File: src/rtl/ks_recomp_pkg.sv
// Default TFHE keyswitch parameters, followed by the constants and helpers
// shared by the digit recomposer and its per-lane datapath.
package param_tfhe_definition_pkg;
  localparam int KS_L      = 8;
  localparam int KS_B_W    = 2;
  localparam int MOD_KSK_W = 21;
endpackage

package ks_recomp_pkg;
  import param_tfhe_definition_pkg::*;

  localparam int DIGIT_W   = KS_B_W + 1;
  localparam int DIGIT_MAX = 2 ** (KS_B_W - 1);
  localparam int DIGIT_MIN = -DIGIT_MAX;

  // Largest magnitude a balanced digit of b_w bits may legally take.
  function automatic int digit_max(input int b_w);
    return 2 ** (b_w - 1);
  endfunction

  // Left shift that places a level-lvl digit inside the mod_w-bit coefficient.
  function automatic int lvl_shift(input int mod_w, input int lvl, input int b_w);
    return mod_w - lvl * b_w;
  endfunction
endpackage

File: src/rtl/ks_recomp_lane.sv
// One lane of the recomposer: the running accumulator, the shifted digit add
// (modulo 2^MOD_KSK_W) and the balanced-digit range check.
module ks_recomp_lane
  import ks_recomp_pkg::*;
#(
  parameter int KS_B_W    = param_tfhe_definition_pkg::KS_B_W,
  parameter int MOD_KSK_W = param_tfhe_definition_pkg::MOD_KSK_W,
  parameter int SH_W      = $clog2(MOD_KSK_W + 1)
) (
  input  logic                  clk,
  input  logic                  a_rst_n,
  input  logic signed [KS_B_W:0] digit,
  input  logic [SH_W-1:0]       shift,
  input  logic                  acc_en,
  input  logic                  grp_done,
  output logic [MOD_KSK_W-1:0]  sum,
  output logic                  range_err
);
  localparam logic signed [KS_B_W:0] DMAX = (KS_B_W + 1)'(digit_max(KS_B_W));
  localparam logic signed [KS_B_W:0] DMIN = -DMAX;

  logic [MOD_KSK_W-1:0] digit_sx;
  logic [MOD_KSK_W-1:0] acc_p0;

  assign digit_sx  = {{(MOD_KSK_W - KS_B_W - 1){digit[KS_B_W]}}, digit};
  assign sum       = acc_p0 + (digit_sx << shift);
  assign range_err = (digit > DMAX) || (digit < DMIN);

  // p0: running partial sum of the current group
  always_ff @(posedge clk or negedge a_rst_n) begin
    if (!a_rst_n) begin
      acc_p0 <= '0;
    end else if (acc_en) begin
      acc_p0 <= grp_done ? '0 : sum;
    end
  end
endmodule

File: src/rtl/ks_digit_recomposer.sv
// Rebuilds MOD_KSK_W-bit coefficients from balanced signed keyswitch digits,
// LANE_NB lanes in parallel, one level per accepted beat (LSB level first).
module ks_digit_recomposer
  import ks_recomp_pkg::*;
#(
  parameter int KS_L      = param_tfhe_definition_pkg::KS_L,
  parameter int KS_B_W    = param_tfhe_definition_pkg::KS_B_W,
  parameter int MOD_KSK_W = param_tfhe_definition_pkg::MOD_KSK_W,
  parameter int LANE_NB   = 4
) (
  input  logic                           clk,
  input  logic                           a_rst_n,
  input  logic [LANE_NB*(KS_B_W+1)-1:0]  in_data,
  input  logic                           in_last,
  input  logic                           in_vld,
  output logic                           in_rdy,
  output logic [LANE_NB*MOD_KSK_W-1:0]   out_data,
  output logic                           out_vld,
  input  logic                           out_rdy,
  output logic                           err_range,
  output logic                           err_last
);
  localparam int DW    = KS_B_W + 1;
  localparam int LVL_W = $clog2(KS_L + 1);
  localparam int SH_W  = $clog2(MOD_KSK_W + 1);
  localparam logic [LVL_W-1:0] LVL_INIT = LVL_W'(KS_L);
  localparam logic [LVL_W-1:0] LVL_ONE  = LVL_W'(1);

  logic [LVL_W-1:0]             lvl_p0;
  logic [SH_W-1:0]              shift;
  logic                         accept;
  logic                         lvl_is_one;
  logic                         grp_done;
  logic [LANE_NB-1:0]           lane_err;
  logic [LANE_NB*MOD_KSK_W-1:0] lane_sum;

  assign in_rdy     = ~out_vld | out_rdy;
  assign accept     = in_vld & in_rdy;
  assign lvl_is_one = (lvl_p0 == LVL_ONE);
  // A group closes on in_last or on the final level, so a misplaced in_last resyncs.
  assign grp_done   = accept & (in_last | lvl_is_one);
  assign shift      = SH_W'(lvl_shift(MOD_KSK_W, int'(lvl_p0), KS_B_W));

  for (genvar i = 0; i < LANE_NB; i++) begin : g_lane
    ks_recomp_lane #(
      .KS_B_W   (KS_B_W),
      .MOD_KSK_W(MOD_KSK_W),
      .SH_W     (SH_W)
    ) u_lane (
      .clk      (clk),
      .a_rst_n  (a_rst_n),
      .digit    (in_data[i*DW +: DW]),
      .shift    (shift),
      .acc_en   (accept),
      .grp_done (grp_done),
      .sum      (lane_sum[i*MOD_KSK_W +: MOD_KSK_W]),
      .range_err(lane_err[i])
    );
  end

  // p0: level counter and error flags
  always_ff @(posedge clk or negedge a_rst_n) begin
    if (!a_rst_n) begin
      lvl_p0    <= LVL_INIT;
      err_range <= 1'b0;
      err_last  <= 1'b0;
    end else begin
      err_range <= accept & (|lane_err);
      err_last  <= accept & (in_last ^ lvl_is_one);
      if (accept) begin
        lvl_p0 <= grp_done ? LVL_INIT : lvl_p0 - LVL_ONE;
      end
    end
  end

  // p1: single-entry output register
  always_ff @(posedge clk or negedge a_rst_n) begin
    if (!a_rst_n) begin
      out_data <= '0;
      out_vld  <= 1'b0;
    end else if (grp_done) begin
      out_data <= lane_sum;
      out_vld  <= 1'b1;
    end else if (out_vld && out_rdy) begin
      out_vld  <= 1'b0;
    end
  end
endmodule

File: config.mk
export PLATFORM = sky130hd
export DESIGN_NAME = ks_digit_recomposer
export DESIGN_NICKNAME = d
export VERILOG_FILES = /design/src/rtl/ks_recomp_pkg.sv /design/src/rtl/ks_recomp_lane.sv /design/src/rtl/ks_digit_recomposer.sv
export SDC_FILE = /design/constraint.sdc
export NUM_CORES = 1
export LEC_CHECK = 0
export ABC_AREA = 1
export ABC_CLOCK_PERIOD_IN_PS = 7750
export BUFFER_PORTS_ARGS = -buffer_cell sky130_fd_sc_hd__buf_2
export CAP_MARGIN = 20
export CORE_MARGIN = 4
export CORE_UTILIZATION = 55
export CTS_BUF_LIST = sky130_fd_sc_hd__clkbuf_4
export CTS_CLUSTER_SIZE = 12
export DETAILED_ROUTE_END_ITERATION = 10
export PLACE_DENSITY = 0.87
export REMOVE_ABC_BUFFERS = 1
export SETUP_SLACK_MARGIN = 0.15
export SLEW_MARGIN = 15
export SYNTH_ARGS = -nofsm -noshare
export SYNTH_HDL_FRONTEND = slang
export SYNTH_SLANG_ARGS = --single-unit
File: constraint.sdc
create_clock -name clk -period 7.75 [get_ports clk]
set_input_delay 0.3875 -clock clk [delete_from_list [all_inputs] [get_ports clk]]
set_output_delay 0.3875 -clock clk [all_outputs]
set_load 0.1 [all_outputs]
== Word level (Yosys, flattened, before mapping) ==
Cells that the tools add are included.

* Logic and storage cells: 50
* Bits in registers: 175
* Input bits: 17
* Output and inout bits: 88

* Bitwise operators: 8
* Shift-type cells: 4
* Order comparisons: 8
* Add/sub/neg operators: 6
* Reduce and logical (&&, ||, !) cells: 7
* Equal/unequal tests: 1
* Multiplexer cells: 7

{| class="wikitable"
|+ Operators with widths
! cell !! number
|-
| $add A21 B21 Y21 || 4
|-
| $mux W21 || 4
|-
| $shl A21 B5 Y21 || 4
|-
| $gt A3 B3 Y1 const B || 4
|-
| $lt A3 B2 Y1 const B || 4
|-
| $sub A5 B5 Y5 const A || 1
|-
| $and A1 B1 Y1 || 4
|-
| $eq A4 B1 Y1 const B || 1
|-
| $logic_or A1 B1 Y1 || 4
|-
| $mux W4 || 1
|-
| $reduce_or A4 Y1 || 1
|-
| $sub A4 B1 Y4 const B || 1
|-
| $mux W1 || 2
|-
| $or A1 B1 Y1 || 2
|-
| $reduce_bool A2 Y1 || 1
|-
| $logic_and A1 B1 Y1 || 1
|-
| $not A1 Y1 || 1
|-
| $xor A1 B1 Y1 || 1
|}

== Longest topological paths before layout ==
Gate-level depths: netlist of run 1.

* Depth in word-level cells: 5
* Depth in mapped cells: 23
* Depth with buffers taken out: 21

== Modules after synthesis ==
A second synthesis of run 1 with hierarchy kept.

* Cell total of the unflattened synthesis: 1,947
* Area total of the unflattened synthesis: 13,148.9 um2

{| class="wikitable"
|+ By module, submodules not included
! module !! times used !! sequential area each (um2) !! area an instance (um2) !! cells an instance
|-
| ks_digit_recomposer || 1 || 2,278.4 || 3,557.2 || 403
|-
| ks_recomp_lane (g_lane[0].u_lane) || 1 || 525.5 || 2,443.6 || 391
|-
| ks_recomp_lane (g_lane[2].u_lane) || 1 || 525.5 || 2,406.1 || 385
|-
| ks_recomp_lane (g_lane[1].u_lane) || 1 || 525.5 || 2,386.0 || 383
|-
| ks_recomp_lane (g_lane[3].u_lane) || 1 || 525.5 || 2,356.0 || 385
|}

== Worst setup path before layout of run 1 ==
OpenSTA, ideal clock, no wires.

* Kind: reg2reg
* From: reg lvl_p0[0]
* To: reg out_data[37]
* Setup slack: 4,776 ps
* Cell stages (with the launch flop): 19
* Arrival: 2,854 ps
* Path buffers: 3
* Cell sequence: dfrtp_1 -> inv_2 -> buf_4 -> ha_1 -> buf_2 -> inv_1 -> clkbuf_1 -> nor2_1 -> inv_1 -> a21oi_1 -> ha_1 -> nand2_1 -> inv_1 -> a21oi_1 -> inv_1 -> a21oi_1 -> nand3b_1 -> nand3_1 -> nand2_1

* Cells in the longest elaborated chain, start to end: 3

{| class="wikitable"
|+ RTL lines
! element !! line !! source
|-
| start, declared || ks_digit_recomposer.sv:29 || <nowiki>logic [LVL_W-1:0] lvl_p0;</nowiki>
|-
| start signal, assigned || ks_digit_recomposer.sv:71 || <nowiki>lvl_p0 <= grp_done ? LVL_INIT : lvl_p0 - LVL_ONE;</nowiki>
|-
| $sub A5 B5 Y5 or $eq A4 B1 Y1 (tied branches) || ks_recomp_pkg.sv:23, ks_digit_recomposer.sv:39 ||
|-
| $shl A21 B5 Y21 or $or A1 B1 Y1 (tied branches) || ks_recomp_lane.sv:26, ks_digit_recomposer.sv:41 ||
|-
| $add A21 B21 Y21 or $and A1 B1 Y1 (tied branches) || ks_recomp_lane.sv:26, ks_digit_recomposer.sv:41 ||
|-
| end signal, assigned || ks_digit_recomposer.sv:82 || <nowiki>out_data <= lane_sum;</nowiki>
|-
| end, declared || ks_digit_recomposer.sv:17 || <nowiki>output logic [LANE_NB*MOD_KSK_W-1:0] out_data,</nowiki>
|}

Parallel ways exist; a longest one is shown, timed or not.
A chain may end at the register's enable or synchronous reset.

== Final worst setup path of run 1 ==
* From: reg lvl_p0[0]
* To: reg out_data[10]

The elaborated chain is that of the path after synthesis.

==> impl_metrics.csv, run 1 <==
group,metric,value,unit
sta,fin_ws,3430,ps
sta,setup_viol,0,
sta,slew_headroom,27.50,%
setup_path,critPathMaxStageDelay,830,ps
clock_network,clk_latency,610,ps
route,vias,11590,
setup_path,r2r_cells,15,
setup_path,crit_path_top_delay_cell,"ha_1",
route,wirelength,31130,µm
floorplan,dieArea,24020,µm²
logic_synthesis,syn_inst,1759,
layout,area_growth,7.678,%
sta,slew_violations,0,
logic_synthesis,synth_area,11880,µm²
sta,hold_viol_final,0,
sta,tightestPinTransition,1086,ps
run,maxCapViolations,0,
route,wl_per_cell,14.63,µm
setup_path,crit_buf_inv,4,
logic_synthesis,yosysSeqAreaShare,35.19,%
route,first_pass_iters,5,
clock_network,clockBufferDepth,2,
placed_design,gp_congestion,0.9473,
logic_synthesis,syn_avg_cell_area,6.754,µm²
logic_synthesis,yosysUniqueCellTypes,37,
setup_path,start_kind,"register",
logic_synthesis,synth_edf_count,0,
clock_network,post_cts_resized,0,
sta,tns,0,ps
logic_synthesis,synth_seq_cells,167,
logic_synthesis,synth_flop_cell,"dfrtp_1",
floorplan,coreArea,21150,µm²
clock_network,clk_pin_slew_worst_paths,150,ps
clock_network,cts_sinks,167,
sta,min_period_over_period,55.74,%
outcome,outcome,"finished, final reports clean",
setup_path,cp_top_family,"simple AND/OR/NAND/NOR gates",
grt,overflow,0,
worst_hold_path,min_to,"out_vld",
grt,grt_start_max_net_pins,105,
grt,use_met3,3.366,%
setup_path,worstSetupEndpointType,"register",
worst_hold_path,min_from,"out_rdy",
grt,grt_pass1_wl,52480,µm
clock_network,cts_tree,"done",
layout,final_nets,1936,
route,viasPerCell,5.448,
logic_synthesis,synth_top_family_by_area,"simple AND/OR/NAND/NOR gates",
logic_synthesis,async_reset_ff_share,100.0,%
setup_path,cp_max_fo,26,
clock_network,clock-root-buffer,"clkbuf_4",
logic_synthesis,synth_fa_ha_area_share,9.100,%
sta,max_freq,231.5,MHz
layout,final_util,60.47,%
floorplan,rows,53,
worst_hold_path,hold_path_depth,4,
placed_design,pre_cts_ws,3571,ps
grt,met1_usage,35.87,%
route,ant_nets,0,
sta,min_period,4320,ps
floorplan,ios,105,
sta,rsz0062_at_grt,"no",
route,drc,0,
placed_design,port_buffers,100,
sta,hold_ws,109.6,ps
logic_synthesis,synth-xor-area-share,1.769,%
setup_path,ff2ff_setup_slack,3430,ps
logic_synthesis,yosysWarnings,0,
worst_hold_path,min_path_type,"in2reg",
layout,ff_latch_area,4180,µm²
placed_design,dp.final_hpwl,22570,µm
setup_path,crit_chain,"inv_2 -> ha_1 -> inv_1 -> nor2_1 -> inv_1 -> o21ai_0 -> nor2_1 -> ha_1 -> nand2_1 -> inv_1 -> a21oi_1 -> nand3_1 -> or2_2 -> nand3_1 -> nand2_1",
setup_path,rr_startpoint,"lvl_p0[0]",
route,drtIter0Drc,959,
grt,grt_antenna_before_repair,4,
setup_path,rr_endpoint,"out_data[10]",
layout,fillers,1977,
layout,drive_above_1_share,9.145,%
grt,grt_busiest_layer,"met2",
clock_network,cts_max_level,4,
floorplan,die_w,155.0,µm
sta,fin_skew,35.75,ps
setup_path,required,8250,ps
floorplan,die_h,155.0,µm
layout,multiInputGateArea,6783,µm²
setup_path,cp_data_arrival_time,4820,ps
grt,grt_usage,26.20,%
grt,grt_pass1_vias,11090,
logic_synthesis,synthSimpleGateAreaFrac,36.26,%
floorplan,start_util,56.16,%
grt,grt.met2_usage,41.98,%
logic_synthesis,synthMuxAreaShare,0,%
clock_network,cts_made_buffers,17,
logic_synthesis,synth_compound_gate_area_share,9.795,%
setup_path,path_common_cell,"inv_1",
setup_path,critPathKind,"reg2reg",
-- cells by family after synthesis --
| kind of cell | Yosys count |
|---|---|
| buffers and inverters | 231 |
| AND/OR/NAND/NOR | 1031 |
| other | 1 |
| flip-flops | 167 |
| adder cells (fa/ha/maj) | 84 |
| XOR/XNOR | 24 |
| AO/OA/AOI/OAI | 221 |
-- worst max-delay path by stage --
stage | depth (start not counted) | startpoint | slack [ps] | to
after floorplan | 5 | out_vld | 2130 | out_data[1]
after global placement | 17 | lvl_p0[0] | 3680 | g_lane[2].u_lane.acc_p0[20]
after detailed placement | 15 | lvl_p0[0] | 3570 | out_data[10]
after CTS | 17 | lvl_p0[0] | 3570 | g_lane[2].u_lane.acc_p0[20]
after global routing | 17 | lvl_p0[0] | 3010 | out_data[83]
final | 15 | lvl_p0[0] | 3430 | out_data[10]
-- cell usage in the layout, fill, tap and decap left out, types with 12 or more instances in the layout --
cell	Yosys	layout
o21ai_0	97	97
nor2_1	140	140
a21oi_1	98	98
dfrtp_1	166	166
nand3b_1	30	30
ha_1	80	80
nand3_1	165	165
buf_2	14	99
or2_2	12	12
nand2_1	648	648
xor2_1	13	13
clkbuf_4	0	19
inv_1	173	172
-- routing by layer --
metal  up-vias  wire length [µm]
met2       398             14110
met1      5303             14240
li1       5820                 -
met5         -                 0
met3        72              1758
met4         0              1017
-- state kept, by name (all words and copies together) (netlist names) --
| signal | flops |
|---|---|
| out_data | 80 |
| lvl_p0 | 4 |
| g_lane.u_lane.acc_p0 | 80 |
| err_range | 1 |
| err_last | 1 |
| out_vld | 1 |
-- synth_stat cells, drive strengths merged, types with 6 or more instances --
| library cell | instances | share of area [%] |
|---|---|---|
| a21oi | 98 | 4.1 |
| buf | 29 | 1.5 |
| clkbuf | 22 | 0.70 |
| dfrtp | 166 | 35 |
| ha | 80 | 8.4 |
| inv | 180 | 5.7 |
| nand2 | 656 | 21 |
| nand3 | 166 | 7.0 |
| nand3b | 30 | 1.9 |
| nand4 | 7 | 0.37 |
| nor2 | 142 | 4.5 |
| nor3 | 8 | 0.34 |
| o21ai | 104 | 4.5 |
| o21bai | 8 | 0.51 |
| o22ai | 6 | 0.32 |
| or2 | 12 | 0.63 |
| xnor2 | 11 | 0.81 |
| xor2 | 13 | 0.96 |
-- per-stage QoR --
stage                     cell area [µm²]  std cells
after global placement              12520       2090
after global routing                12790       2127
after CTS                           12780       2123
final                               12790       2128
after detailed placement            12520       2090
after floorplan                     11630       1711
-- worst min-delay path, stage by stage --
cell     delay, ps
buf_2           80
inv_1           30
nand2_1        100
nand2_1         70
-- layout make-up --
cell class | count | share of cell area [%]
clock buffer | 19 | 1.115
timing repair buffer | 105 | 4.274
clock inverter | 13 | 0.8314
inverter | 180 | 5.291
multi-input combinational | 1364 | 53.02
tap | 275 | 2.690
sequential | 167 | 32.68
antenna | 5 | 0.09781
-- timing repair --
action                                 4_1_cts  5_1_grt
setup buffers                                0        0
hold buffers                                 1        0
endpoints found under the hold margin      103        0
Power of run 1 is not shown: default switching activity piles up to over one toggle a cycle in this logic, so the estimate is an artifact.
==> run 2: changes to the inputs <==
--- a/config.mk
+++ b/config.mk
@@ -6,7 +6,7 @@
 export NUM_CORES = 1
 export LEC_CHECK = 0
 export ABC_AREA = 1
-export ABC_CLOCK_PERIOD_IN_PS = 7750
+export ABC_CLOCK_PERIOD_IN_PS = 3900
 export BUFFER_PORTS_ARGS = -buffer_cell sky130_fd_sc_hd__buf_2
 export CAP_MARGIN = 20
 export CORE_MARGIN = 4
@@ -14,7 +14,7 @@
 export CTS_BUF_LIST = sky130_fd_sc_hd__clkbuf_4
 export CTS_CLUSTER_SIZE = 12
 export DETAILED_ROUTE_END_ITERATION = 10
-export PLACE_DENSITY = 0.87
+export PLACE_DENSITY = 0.89
 export REMOVE_ABC_BUFFERS = 1
 export SETUP_SLACK_MARGIN = 0.15
 export SLEW_MARGIN = 15
==> constraint.sdc (replaced) <==
create_clock -name clk -period 3.9 [get_ports clk]
set_input_delay 0.195 -clock clk [delete_from_list [all_inputs] [get_ports clk]]
set_output_delay 0.195 -clock clk [all_outputs]
set_load 0.1 [all_outputs]
==> run 2 against run 1 <==
Compared with the run above:
- first-iteration DRC count increased by 7.7%
- non-clock buffer count up 12
- wire length rose by 0.25%
- die area is the same
- final area is 1.4% higher
- cell count increased by 0.52%
- clock skew fell by 3.6 ps
- worst hold slack got worse by 67 ps
- sequential cell count is the same
- utilization increased by 0.88 points
- critical endpoint is now out_data[58]
- largest cell class unchanged
- highest routed layer unchanged
==> impl_metrics.csv, run 2 (same netlist as run 1, synthesis figures left out) <==
group,metric,value,unit
outcome,outcome,"finished, final reports clean",
layout,multiInputGateArea,6783,µm²
floorplan,rows,53,
run,maxCapViolations,0,
placed_design,place_area,12610,µm²
route,first_pass_iters,8,
worst_hold_path,min_path_type,"in2reg",
clock_network,clock-root-buffer,"clkbuf_4",
setup_path,cp_data_arrival_time,3860,ps
layout,drive_above_1_share,9.677,%
sta,max_freq,297.6,MHz
sta,setup_viol,0,
sta,fin_ws,539.8,ps
grt,grt_pass1_vias,11290,
sta,slew_violations,0,
clock_network,cts_made_buffers,17,
floorplan,die_w,155.0,µm
route,wirelength,31210,µm
grt,grt_pass1_wl,52610,µm
floorplan,dieArea,24020,µm²
grt,grt_usage,26.38,%
clock_network,clk_pin_slew_worst_paths,140,ps
layout,layout_commonest_cell,"nand2_1",
sta,rsz0062_at_grt,"no",
setup_path,crit_chain,"inv_2 -> nand2_2 -> nand2_1 -> nand2_2 -> nand2_2 -> nor2_2 -> inv_2 -> nor2_1 -> ha_1 -> nand2_1 -> nand3_1 -> a21oi_1 -> or2_2 -> nand2_1 -> nand2_1 -> nand3_1 -> nand2_1",
layout,finish.instance_area,12980,µm²
clock_network,cts_tree,"done",
layout,top_regs,"g_lane.u_lane.acc_p0 x80, out_data x80, lvl_p0 x4",
placed_design,dp.final_hpwl,23020,µm
worst_hold_path,min_to,"err_last",
layout,fin_cells,2139,
grt,grt_start_max_net_pins,78,
route,vias,11660,
clock_network,cts_max_level,4,
placed_design,gp_congestion,0.9554,
clock_network,cts_sinks,167,
setup_path,rr_endpoint,"out_data[58]",
route,wl_per_cell,14.59,µm
layout,final_cell_mix,"nand2_1 (648), inv_1 (172), nand3_1 (165), dfrtp_1 (165), nor2_1 (140)",
route,drtIter0Drc,1033,
sta,min_period_over_period,86.16,%
grt,overflow,0,
worst_hold_path,hold_path_depth,5,
placed_design,placedCellCount,2099,
setup_path,worstSetupEndpointType,"register",
sta,tightestPinTransition,799.0,ps
placed_design,port_buffers,100,
floorplan,die_h,155.0,µm
sta,slew_headroom,46.73,%
setup_path,required,4400,ps
setup_path,start_kind,"register",
sta,hold_viol_final,0,
floorplan,ios,105,
grt,grt_antenna_before_repair,4,
floorplan,start_util,56.16,%
setup_path,r2r_cells,17,
worst_hold_path,min_from,"in_last",
layout,final_nets,1948,
setup_path,crit_path_top_delay_cell,"dfrtp_2",
layout,ff_latch_area,4182,µm²
placed_design,pre_cts_ws,317.3,ps
setup_path,critPathMaxStageDelay,480,ps
clock_network,clockBufferDepth,2,
sta,min_period,3360,ps
route,drc,0,
route,ant_nets,0,
clock_network,clk_latency,610,ps
setup_path,cp_max_fo,28,
sta,fin_skew,32.15,ps
route,viasPerCell,5.453,
setup_path,path_common_cell,"nand2_1",
setup_path,critPathKind,"reg2reg",
layout,fillers,1900,
setup_path,ff2ff_setup_slack,540,ps
layout,area_growth,9.236,%
floorplan,coreArea,21150,µm²
setup_path,rr_startpoint,"lvl_p0[0]",
run 2: cell types whose count changed in the layout (fill, tap and decap cells not counted), moves of 2 or more:
| cell | change |
|---|---|
| clkinvlp_4 | -4 |
| buf_12 | +2 |
| inv_6 | -2 |
| clkinv_4 | +4 |
| buf_4 | +9 |
| bufinv_16 | +3 |
run 2: metal layers:
layer  track usage [%]  share of wire (%)  up-vias
li1                  -                  -     5830
met1             35.09                 44     5317
met2             43.69                 46      436
met3             3.310                6.6       81
met4             11.02                3.3        0
met5                 0                  0        -
run 2: worst max-delay path, delay by kind of cell (launching register included):
kind,cells,cell delay [ps]
DFF,1,480
and+or+nand+nor,13,1650
AOI/OAI and AO/OA,1,160
buffers and inverters,2,550
adders and majority gates,1,430
run 2: layout make-up:
class	count	area share (%)
Inverter	180	5.216
Tap cell	275	2.651
Antenna cell	4	0.07713
Sequential cell	167	32.22
Timing Repair Buffer	117	5.120
Clock inverter	14	1.408
Clock buffer	18	1.041
Multi-Input combinational cell	1364	52.27
run 2: how the worst max path moves through the flow:
stage	startpoint	end	slack (ps)
detailed placement	lvl_p0[0]	out_data[80]	320
CTS	lvl_p0[0]	g_lane[3].u_lane.acc_p0[17]	320
global placement	lvl_p0[0]	out_data[59]	460
finish	lvl_p0[0]	out_data[58]	540
global route	lvl_p0[0]	out_data[58]	280
floorplan	out_vld	out_data[1]	-1720
run 2: repair_timing:
item,in CTS,in global routing
resized for setup,0,1
hold endpoints to repair,74,0
hold buffers,2,0
setup buffers,0,2
setup endpoints to repair,0,75
run 2: metrics by stage:
stage | hold slack [ps] | util, % | TNS (ps)
6_report | 42.90 | 61.35 | 0
5_1_grt | 77.29 | 61.35 | 0
4_1_cts | 33.04 | 61.22 | 0
3_5_place_dp | 300.0 | 59.63 | 0
3_3_place_gp | 299.0 | 59.63 | 0
2_1_floorplan | -100.6 | - | -138610
Power of run 2 is left out for the same reason.
==> run 3: changes to the inputs <==
--- a/config.mk
+++ b/config.mk
@@ -6,7 +6,7 @@
 export NUM_CORES = 1
 export LEC_CHECK = 0
 export ABC_AREA = 1
-export ABC_CLOCK_PERIOD_IN_PS = 3900
+export ABC_CLOCK_PERIOD_IN_PS = 3800
 export BUFFER_PORTS_ARGS = -buffer_cell sky130_fd_sc_hd__buf_2
 export CAP_MARGIN = 20
 export CORE_MARGIN = 4
@@ -14,10 +14,11 @@
 export CTS_BUF_LIST = sky130_fd_sc_hd__clkbuf_4
 export CTS_CLUSTER_SIZE = 12
 export DETAILED_ROUTE_END_ITERATION = 10
-export PLACE_DENSITY = 0.89
+export PLACE_DENSITY = 0.87
 export REMOVE_ABC_BUFFERS = 1
 export SETUP_SLACK_MARGIN = 0.15
 export SLEW_MARGIN = 15
 export SYNTH_ARGS = -nofsm -noshare
 export SYNTH_HDL_FRONTEND = slang
 export SYNTH_SLANG_ARGS = --single-unit
+export TNS_END_PERCENT = 50
==> constraint.sdc (replaced) <==
create_clock -name clk -period 3.8 [get_ports clk]
set_input_delay 0.19 -clock clk [delete_from_list [all_inputs] [get_ports clk]]
set_output_delay 0.19 -clock clk [all_outputs]
set_load 0.1 [all_outputs]
==> run 3 against run 2 <==
Compared with the run above:
- clock skew shrank 18 ps
- sequential cell count stayed put
- critical path depth down 1
- non-clock buffer count shrank 1
- largest cell class unchanged
- wire length is 2.4% higher
- sequential share of layout area fell by 0.068 points
- first-iteration DRC count is 5.4% lower
- die area did not move
- critical path type unchanged
==> impl_metrics.csv, run 3 (same netlist as run 1, synthesis figures left out) <==
group,metric,value,unit
sta,slew_headroom,24.37,%
grt,grt_pass1_wl,53770,µm
route,wl_per_cell,14.94,µm
floorplan,rows,53,
clock_network,cts_max_level,4,
layout,final_cell_mix,"nand2_1 (648), inv_1 (172), nand3_1 (165), dfrtp_1 (165), nor2_1 (140)",
setup_path,startpoint,"lvl_p0[0]",
floorplan,ios,105,
placed_design,dp.final_hpwl,23530,µm
sta,rsz0062_at_grt,"yes",
setup_path,crit_path_top_delay_cell,"dfrtp_2",
clock_network,cts_made_buffers,17,
sta,tightestPinTransition,1133,ps
setup_path,worstSetupEndpointType,"register",
floorplan,dieArea,24020,µm²
layout,finish.instance_area,13010,µm²
floorplan,die_w,155.0,µm
route,vias,11700,
clock_network,clockBufferDepth,2,
layout,fillers,1968,
sta,fin_skew,14.62,ps
placed_design,gp_congestion,0.9705,
worst_hold_path,min_to,"err_last",
route,ant_nets,0,
sta,slew_violations,0,
setup_path,cp_data_arrival_time,3870,ps
sta,hold_viol_final,0,
route,wirelength,31950,µm
clock_network,clk_latency,590,ps
worst_hold_path,min_path_type,"in2reg",
grt,grt_usage,26.99,%
setup_path,rr_endpoint,"out_data[11]",
route,first_pass_iters,6,
grt,grt_start_max_net_pins,101,
grt,grt_antenna_before_repair,5,
worst_hold_path,hold_path_depth,5,
sta,max_freq,296.1,MHz
layout,top_regs,"g_lane.u_lane.acc_p0 x80, out_data x80, lvl_p0 x4",
clock_network,cts_tree,"done",
route,drtIter0Drc,977,
floorplan,start_util,56.16,%
sta,setup_viol,0,
layout,final_nets,1947,
route,drc,0,
setup_path,r2r_cells,16,
layout,final_util,61.48,%
setup_path,rr_startpoint,"lvl_p0[0]",
clock_network,cts_sinks,167,
setup_path,crit_chain,"ha_1 -> nand2_1 -> nand2_4 -> inv_4 -> buf_4 -> o21ai_2 -> a21oi_1 -> ha_1 -> nand2_1 -> inv_1 -> nand2_1 -> nand2_1 -> nand3b_1 -> or2_2 -> nand3_1 -> nand2_1",
run,maxCapViolations,0,
floorplan,coreArea,21150,µm²
setup_path,cp_max_fo,24,
setup_path,critPathKind,"reg2reg",
sta,min_period,3377,ps
setup_path,ff2ff_setup_slack,420,ps
floorplan,die_h,155.0,µm
outcome,outcome,"finished, final reports clean",
setup_path,start_kind,"register",
route,viasPerCell,5.474,
sta,min_period_over_period,88.88,%
placed_design,place_area,12600,µm²
grt,grt_pass1_vias,11290,
setup_path,required,4290,ps
grt,overflow,0,
clock_network,clk_pin_slew_worst_paths,140,ps
layout,layout_commonest_cell,"nand2_1",
clock_network,clock-root-buffer,"clkbuf_4",
worst_hold_path,min_from,"in_last",
setup_path,critPathMaxStageDelay,490,ps
layout,area_growth,9.468,%
setup_path,path_common_cell,"nand2_1",
layout,drive_above_1_share,9.580,%
placed_design,port_buffers,100,
run 3: area by class of cell:
class	count	area, µm²	area share, %
timing repair buffer	116	659.4	5.070
antenna	5	12.51	0.09621
tap	275	344.1	2.646
inverter	180	684.4	5.263
clock inverter	10	177.7	1.366
clock buffer	21	157.7	1.212
sequential	167	4182	32.15
multi-input combinational	1364	6788	52.19
run 3: worst max-delay path by stage:
stage,depth (start not counted),endpoint,slack [ps]
finish,16,out_data[11],420
detailed placement,17,out_data[11],250
CTS,17,out_data[11],230
global placement,17,out_data[11],360
floorplan,5,out_data[1],-1820
global route,19,g_lane[0].u_lane.acc_p0[19],110
run 3: critical path, delay by kind of cell, from the launching register on:
| kind | cells | cell delay [ps] |
|---|---|---|
| simple gates | 9 | 1310 |
| fa+ha+maj | 2 | 560 |
| buf+inv | 3 | 550 |
| flops | 1 | 490 |
| compound gates | 2 | 370 |
run 3: per-layer routing:
metal | routed length, µm | vias up | part of all wire (%) | track usage [%]
li1 | - | 5838 | - | -
met1 | 14240 | 5403 | 45 | 36.36
met2 | 14700 | 389 | 46 | 44.50
met3 | 2019 | 74 | 6.3 | 3.394
met4 | 991 | 0 | 3.1 | 10.60
met5 | 0 | - | 0 | 0
run 3: metrics by stage:
| stage | setup TNS (ps) | std cells | hold slack [ps] | setup WS [ps] |
|---|---|---|---|---|
| finish | 0 | 2138 | 90.73 | 422.6 |
| CTS | 0 | 2131 | 77.38 | 225.9 |
| floorplan | -151810 | 1711 | -105.6 | -1820 |
| global route | 0 | 2138 | 101.3 | 109.7 |
| detailed placement | 0 | 2097 | 373.2 | 254.5 |
| global placement | 0 | 2097 | 357.0 | 360.4 |
run 3: timing repair:
action,CTS,global route
hold buffers,3,0
buffers inserted,0,2
endpoints found under the hold margin,100,0
setup endpoints to repair,0,104
gates resized for setup,0,7
Power of run 3 is left out for the same reason.
